File: src/rtl/rf_pkg.sv
// Shared register-file writeback types and constants.
package rf_pkg;

    localparam int unsigned REG_W  = 5;
    localparam int unsigned DATA_W = 32;

    localparam logic [REG_W-1:0] REG_ZERO = 5'd0;

    typedef struct packed {
        logic              valid;
        logic [REG_W-1:0]  dst;
        logic [DATA_W-1:0] data;
    } wb_req_t;

endpackage

File: src/rtl/rf_tag_fifo.sv
// In-order destination-tag FIFO for outstanding loads; extra pointer bit separates full from empty.
module rf_tag_fifo #(
    parameter int unsigned DEPTH = 4,
    parameter int unsigned W     = 5
) (
    input  logic         clk,
    input  logic         rst,
    input  logic         push,
    input  logic [W-1:0] din,
    input  logic         pop,
    output logic [W-1:0] dout,
    output logic         full,
    output logic         empty
);

    localparam int unsigned AW = $clog2(DEPTH);

    logic [W-1:0] mem [DEPTH];
    logic [AW:0]  wr_ptr;
    logic [AW:0]  rd_ptr;
    logic         do_push;
    logic         do_pop;

    assign empty   = (wr_ptr == rd_ptr);
    assign full    = (wr_ptr[AW] != rd_ptr[AW]) && (wr_ptr[AW-1:0] == rd_ptr[AW-1:0]);
    assign do_push = push && !full;
    assign do_pop  = pop && !empty;
    assign dout    = mem[rd_ptr[AW-1:0]];

    always_ff @(posedge clk) begin
        if (rst) begin
            wr_ptr <= '0;
            rd_ptr <= '0;
        end else begin
            if (do_push) wr_ptr <= wr_ptr + (AW+1)'(1);
            if (do_pop)  rd_ptr <= rd_ptr + (AW+1)'(1);
        end
    end

    // Storage needs no reset; pointers define validity.
    always_ff @(posedge clk) begin
        if (do_push) mem[wr_ptr[AW-1:0]] <= din;
    end

endmodule

File: src/rtl/rf_wb_ctrl.sv
// Register-file writeback arbiter: load responses beat ALU results, scoreboard blocks RAW/WAW on pending loads.
// Optional macro RF_WB_BYPASS_EN adds combinational byp_* forwarding outputs.
module rf_wb_ctrl #(
    parameter int unsigned DATA_W   = 32,
    parameter int unsigned REG_W    = 5,
    parameter int unsigned LD_DEPTH = 4
) (
    input  logic              clk,
    input  logic              rst,
    input  logic              alu_valid,
    input  logic [REG_W-1:0]  alu_reg,
    input  logic [DATA_W-1:0] alu_data,
    output logic              alu_ready,
    input  logic              ld_issue,
    input  logic [REG_W-1:0]  ld_reg,
    output logic              ld_ready,
    input  logic              mem_rvalid,
    input  logic [DATA_W-1:0] mem_rdata,
    input  logic [REG_W-1:0]  query_reg1,
    input  logic [REG_W-1:0]  query_reg2,
    output logic              busy1,
    output logic              busy2,
    output logic              write,
    output logic [REG_W-1:0]  write_reg,
    output logic [DATA_W-1:0] write_data
`ifdef RF_WB_BYPASS_EN
    ,
    output logic              byp_valid,
    output logic [REG_W-1:0]  byp_reg,
    output logic [DATA_W-1:0] byp_data
`endif
);

    import rf_pkg::*;

    localparam int unsigned NREG = 1 << REG_W;
    localparam int unsigned CW   = $clog2(LD_DEPTH + 1);

    logic [REG_W-1:0] head_reg;
    logic             fifo_full;
    logic             fifo_empty;
    logic             do_push;
    logic             do_pop;
    logic [CW-1:0]    ld_cnt [NREG];
    logic [NREG-1:0]  busy_vec;
    wb_req_t          win;

    assign ld_ready  = !fifo_full;
    assign do_push   = ld_issue && ld_ready;
    assign do_pop    = mem_rvalid && !fifo_empty;
    assign alu_ready = alu_valid && !mem_rvalid && !busy_vec[alu_reg];
    assign busy1     = busy_vec[query_reg1];
    assign busy2     = busy_vec[query_reg2];

    rf_tag_fifo #(
        .DEPTH (LD_DEPTH),
        .W     (REG_W)
    ) u_tag_fifo (
        .clk   (clk),
        .rst   (rst),
        .push  (do_push),
        .din   (ld_reg),
        .pop   (do_pop),
        .dout  (head_reg),
        .full  (fifo_full),
        .empty (fifo_empty)
    );

    // Per-register outstanding-load counts; register 0 is never counted so it never reads busy.
    always_ff @(posedge clk) begin
        if (rst) begin
            for (int r = 0; r < int'(NREG); r++) ld_cnt[r] <= '0;
        end else begin
            for (int r = 0; r < int'(NREG); r++) begin
                if ((do_push && ld_reg == REG_W'(r) && ld_reg != REG_ZERO) &&
                    !(do_pop && head_reg == REG_W'(r)))
                    ld_cnt[r] <= ld_cnt[r] + CW'(1);
                else if (!(do_push && ld_reg == REG_W'(r) && ld_reg != REG_ZERO) &&
                         (do_pop && head_reg == REG_W'(r) && head_reg != REG_ZERO))
                    ld_cnt[r] <= ld_cnt[r] - CW'(1);
            end
        end
    end

    always_comb begin
        busy_vec = '0;
        for (int r = 0; r < int'(NREG); r++) busy_vec[r] = (ld_cnt[r] != '0);
    end

    // Winning write this cycle; a valid bit is suppressed for register 0.
    always_comb begin
        win = '0;
        if (do_pop) begin
            win.valid = (head_reg != REG_ZERO);
            win.dst   = head_reg;
            win.data  = mem_rdata;
        end else if (alu_ready) begin
            win.valid = (alu_reg != REG_ZERO);
            win.dst   = alu_reg;
            win.data  = alu_data;
        end
    end

    always_ff @(posedge clk) begin
        if (rst) begin
            write      <= 1'b0;
            write_reg  <= '0;
            write_data <= '0;
        end else begin
            write <= win.valid;
            if (win.valid) begin
                write_reg  <= win.dst;
                write_data <= win.data;
            end
        end
    end

`ifdef RF_WB_BYPASS_EN
    assign byp_valid = win.valid;
    assign byp_reg   = win.dst;
    assign byp_data  = win.data;
`endif

endmodule

File: config.mk
export PLATFORM = sky130hd
export DESIGN_NAME = rf_wb_ctrl
export DESIGN_NICKNAME = d
export VERILOG_FILES = /design/src/rtl/rf_pkg.sv /design/src/rtl/rf_tag_fifo.sv /design/src/rtl/rf_wb_ctrl.sv
export SDC_FILE = /design/constraint.sdc
export NUM_CORES = 1
export LEC_CHECK = 0
export BUFFER_PORTS_ARGS = -buffer_cell sky130_fd_sc_hd__clkbuf_2
export CAP_MARGIN = 15
export CORE_MARGIN = 2
export CORE_UTILIZATION = 40
export DETAILED_ROUTE_END_ITERATION = 16
export PLACE_DENSITY = 0.69
export SYNTH_ARGS = -nofsm -noshare
export SYNTH_HDL_FRONTEND = slang
export SYNTH_SLANG_ARGS = --single-unit
File: constraint.sdc
create_clock -name clk -period 7.2 [get_ports clk]
set_input_delay 1.08 -clock clk [delete_from_list [all_inputs] [get_ports clk]]
set_output_delay 1.08 -clock clk [all_outputs]
set_load 0.005 [all_outputs]
==> impl_metrics.py, run 1 <==
metrics = {
    "outcome": {
        "status": "finished, final reports clean",
    },
    "synthesis": {
        "yosysTopAreaCell": "edfxtp_1",
        "netlist_area_um2": 10100,
        "ys.flop_type": "edfxtp_1",
        "synthCells": 984,
        "ys_warn_count": 0,
        "netlist_top_cells_count": "176 x nor2_1, 116 x edfxtp_1, 67 x inv_1",
        "async_flop_share_pct": 0,
        "synth_area_leaders": "edfxtp_1 35%, dfxtp_1 9.1%, nor2_1 6.6%",
        "seq_area_frac_synth_pct": 43.7,
        "synth_edf_count": 116,
        "ys_ff_latch": 162,
        "synth_top_area_share_pct": 34.6,
        "synth.distinct_cells": 58,
        "synth_most_common_cell": "nor2_1",
        "syn_area_per_cell_um2": 10.2,
    },
    "global_route": {
        "grt_pass1_wl_um": 39600,
        "grt_pass1_vias": 7697,
        "grt_antenna_before_repair": 0,
        "grt.overflow.total": 0,
        "grt_max_degree": 84,
        "track_usage_pct": 19.2,
    },
    "worst_setup_path": {
        "end_kind": "output port",
        "start_kind": "primary input",
        "worst-path-max-fanout": 38,
        "critPathRequiredTime_ns": 6.12,
        "worst_ep_arrival_time_ns": 3.13,
        "crit_type": "primary input to output port",
    },
    "placement": {
        "gp_congestion": 0.886,
        "port_buffers": 130,
        "place_hpwl_um": 18500,
    },
    "clock_tree": {
        "htree_levels": 4,
        "holdBufCountCts": 0,
        "cts.sinks": 162,
        "cts_tree": "built",
        "clk_latency_ns": 0.43,
        "cts.path.max_buffers": 2,
        "post_cts_buffers": 0,
        "numCtsBuffers": 17,
        "clkTransAtPathRegs_ns": 0.06,
        "cts_resized": 0,
        "cts-root-buf": "clkbuf_16",
    },
    "sta": {
        "rsz0062_at_grt": "false",
        "final_hold_viol_count": 0,
        "fin_tns_setup_ns": 0,
        "period_needed_ns": 4.21,
        "setup_viol": 0,
        "clock_skew_ns": 0.0115,
        "maxSlewViolCount": 0,
        "period_share_pct": 58.5,
        "tightest_slew_ns": 1.09,
        "maxSlewHeadroom_pct": 27.4,
        "fmax_mhz": 237,
    },
    "pwr": {
        "peakVddDrop_mv": 0.169,
        "p_per_area_nw_per_um2": 235,
        "leakagePower_nw": 4.21,
    },
    "final_layout": {
        "fin_util_pct": 46.1,
        "largest_register_ffs": 96,
        "post_route_cells_drive_above_1_share_pct": 22.7,
        "antennaDiodeCount": 0,
        "regMostFlops": "ld_cnt",
        "nets": 1211,
        "area.growth.synth_to_final_pct": 14.4,
        "fill_cells": 2367,
    },
    "floorplan": {
        "dieWidth_um": 163,
        "pin_count": 131,
        "die_h_um": 163,
        "die_area_um2": 26500,
        "coreArea_um2": 25000,
        "start_util_pct": 40.3,
        "rows": 58,
    },
    "drt": {
        "wire_per_inst_um": 17.3,
        "dr_total_vias": 7737,
        "drt-initial-drc-count": 693,
        "postRouteAntennaNets": 0,
        "drc": 0,
        "dr.pass1.iters": 5,
        "avgViaCountPerCell": 5.42,
        "wirelength_um": 24700,
    },
    "min_path": {
        "holdCritPathClass": "flop to flop",
    },
    "job": {
        "maxCapViolCount": 0,
    },
}
==> critical path: stages <==
cell	delay (ns)
clkbuf_2	0.21
nor4_1	0.42
o22ai_1	0.13
a211oi_1	0.34
a211oi_1	0.18
nor3_4	0.17
buf_4	0.39
clkbuf_2	0.19
==> placed cells by master, fill, tap and decap left out, drive strengths merged, types with 5 or more instances in the layout <==
cell type,instances
inv,78
nor2,177
a221oi,38
nor4b,5
ha,8
o21ai,17
nor3b,5
fa,30
xnor2,47
nor3,55
nand2b,27
a21o,7
a21oi,19
a22oi,36
nor2b,9
clkbuf,148
o211ai,5
or2,18
nand2,51
nor4,7
nand3,21
or3,5
and2,9
mux4,26
dfxtp,46
edfxtp,116
xor2,16
mux2i,11
buf,7
or3b,14
==> cells by family after synthesis <==
family / Yosys count / share of synthesized area, %
compound gates: 144 / 11.5
flops: 162 / 43.7
simple gates: 411 / 19.8
fa+ha+maj: 38 / 6.96
xor+xnor: 63 / 5.48
mux: 40 / 7.25
buf+inv: 125 / 5.20
other cells: 1 / 0.0372
==> per-layer routing <==
metal	global-route usage [%]	vias up	wire (um)
li1	-	3708	-
met1	23.4	3778	10200
met2	34.3	208	12700
met3	3.69	43	1230
met4	6.32	0	590
met5	0	-	0
==> area by class of cell <==
cell class	instances	area (um^2)	share of cell area [%]
inverter	68	255	2.22
multi-input combinational	699	5160	44.8
tap	330	413	3.58
sequential	162	4400	38.2
clock inverter	13	130	1.13
timing repair buffer	136	698	6.06
clock buffer	19	454	3.94
==> final timing paths <==
| path | startpoint | endpoint | slack (ns) | depth (start not counted) |
|---|---|---|---|---|
| setup / recovery | alu_reg[1] | alu_ready | 2.99 | 8 |
| hold / removal | write_reg[4] | write_reg[4] | 0.49 | 2 |
| setup reg to reg | flop | ld_cnt[1][11] | 3.40 | 8 |
| hold reg to reg | write_reg[4] | write_reg[4] | 0.49 | 2 |
==> power breakdown <==
part | switching, mW | internal, mW
clock | 0.411 | 0.481
sequential | 0.0633 | 1.11
combinational | 0.391 | 0.257
==> metrics by stage <==
step / instance area [um^2] / setup WS, ns / cells / hold slack [ns] / power [mW]
finish: 11500 / 2.99 / 1427 / 0.493 / 2.71
global route: 11500 / 2.72 / 1427 / 0.521 / 2.84
CTS: 11500 / 3.01 / 1427 / 0.492 / 2.73
detailed placement: 10900 / 3.01 / 1395 / 0.478 / 1.84
global placement: 10900 / 3.08 / 1395 / 0.475 / 1.82
floorplan: 10100 / 3.54 / 986 / 0.478 / 1.64
Power figures use the tool's default switching activity.
==> run 2: changes to the inputs <==
==> constraint.sdc (replaced) <==
create_clock -name clk -period 4.15 [get_ports clk]
set_input_delay 0.6225 -clock clk [delete_from_list [all_inputs] [get_ports clk]]
set_output_delay 0.6225 -clock clk [all_outputs]
set_load 0.005 [all_outputs]
==> impl_metrics.py, run 2 (same netlist as run 1, synthesis figures left out) <==
metrics = {
    "floorplan": {
        "coreArea_um2": 25000,
        "die_h_um": 163,
        "start_util_pct": 40.3,
        "dieWidth_um": 163,
        "pin_count": 131,
        "rows": 58,
        "die_area_um2": 26500,
    },
    "clock_tree": {
        "cts.sinks": 162,
        "cts-root-buf": "clkbuf_16",
        "htree_levels": 4,
        "cts_tree": "built",
        "clkTransAtPathRegs_ns": 0.07,
        "numCtsBuffers": 17,
        "holdBufCountCts": 0,
        "clk_latency_ns": 0.45,
        "post_cts_buffers": 0,
        "cts.path.max_buffers": 2,
        "cts_resized": 0,
    },
    "sta": {
        "tightest_slew_ns": 1.11,
        "clock_skew_ns": 0.0123,
        "maxSlewHeadroom_pct": 25.9,
        "fmax_mhz": 273,
        "fin_tns_setup_ns": 0,
        "setup_slack_ns": 0.481,
        "period_needed_ns": 3.67,
        "rsz0062_at_grt": "false",
        "maxSlewViolCount": 0,
        "period_share_pct": 88.4,
        "final_hold_viol_count": 0,
        "setup_viol": 0,
    },
    "final_layout": {
        "final_area_um2": 11600,
        "regMostFlops": "ld_cnt",
        "antennaDiodeCount": 0,
        "final_cell_mix": "176 x nor2_1, 130 x clkbuf_2, 116 x edfxtp_1",
        "nets": 1217,
        "final_common_cell": "nor2_1",
        "area.growth.synth_to_final_pct": 15.0,
        "largest_register_ffs": 96,
        "post_route_cells_drive_above_1_share_pct": 23.2,
    },
    "outcome": {
        "status": "finished, final reports clean",
    },
    "pwr": {
        "power_mw": 4.77,
        "p_per_area_nw_per_um2": 412,
        "peakVddDrop_mv": 0.296,
        "leakagePower_nw": 4.25,
    },
    "worst_setup_path": {
        "r2r_end": "ld_cnt[1][11]",
        "crit_type": "flop to flop",
        "worst-path-max-fanout": 13,
        "r2r_setup_slack_ns": 0.48,
        "reg2reg_depth": 8,
        "end_kind": "flop",
        "critPathRequiredTime_ns": 4.45,
        "start_kind": "flop",
        "worst_ep_arrival_time_ns": 3.97,
    },
    "global_route": {
        "grt_max_degree": 64,
        "grt_antenna_before_repair": 0,
        "grt_pass1_wl_um": 41500,
        "track_usage_pct": 20.2,
        "grt_pass1_vias": 7840,
        "grt.overflow.total": 0,
    },
    "drt": {
        "postRouteAntennaNets": 0,
        "drc": 0,
        "dr.pass1.iters": 6,
        "drt-initial-drc-count": 680,
        "wire_per_inst_um": 17.9,
        "wirelength_um": 25600,
        "dr_total_vias": 7863,
        "avgViaCountPerCell": 5.49,
    },
    "min_path": {
        "holdCritStartpoint": "write_reg[4]",
        "worstHoldPathCells": 2,
        "holdCritPathClass": "flop to flop",
        "whs_endpoint": "write_reg[4]",
    },
    "placement": {
        "port_buffers": 130,
        "dpl_cell_area_um2": 11000,
        "place_hpwl_um": 19300,
        "gp_congestion": 0.895,
        "pre_cts_ws_ns": 0.566,
    },
    "job": {
        "maxCapViolCount": 0,
    },
}
run 2: worst max-delay path by stage:
stage	start	to	slack, ns	cells past startpoint
global route	flop	ld_cnt[1][11]	0.24	8
detailed placement	flop	ld_cnt[1][11]	0.57	8
floorplan	flop	ld_cnt[4][2]	1.07	13
finish	flop	ld_cnt[1][11]	0.48	8
global placement	flop	ld_cnt[1][11]	0.60	8
CTS	flop	ld_cnt[1][11]	0.53	8
run 2: per-stage QoR:
| step | hold WS (ns) | cells | util [%] |
|---|---|---|---|
| floorplan | 0.478 | 986 | - |
| global placement | 0.475 | 1400 | 44.0 |
| detailed placement | 0.480 | 1400 | 44.0 |
| CTS | 0.498 | 1432 | 46.3 |
| global route | 0.540 | 1433 | 46.4 |
| finish | 0.495 | 1433 | 46.4 |
run 2: per-layer routing:
| layer | wire length (um) | share of wire [%] | GRT usage, % |
|---|---|---|---|
| met1 | 10700 | 42 | 25.3 |
| met2 | 12900 | 50 | 34.9 |
| met3 | 1300 | 5.1 | 3.44 |
| met4 | 727 | 2.8 | 7.64 |
| met5 | 0 | 0 | 0 |
run 2: final cells by class:
class | count | area [um^2]
tap | 330 | 413
sequential | 162 | 4400
fill | 2339 | 13400
timing repair buffer | 142 | 741
clock inverter | 12 | 106
clock buffer | 20 | 489
multi-input combinational | 699 | 5160
inverter | 68 | 255
run 2: worst max-delay path, cell delays in order (launching register included):
cell	delay [ns]
dfxtp_1	0.51
mux4_2	0.65
nand2b_1	0.42
nor2_1	0.62
nand2_1	0.16
fa_1	0.46
xnor2_1	0.16
or4_1	0.40
a21oi_1	0.14
run 2: where the power goes:
part	switching [mW]	internal, mW
Clock	0.724	0.876
Combinational	0.683	0.456
Sequential	0.111	1.92
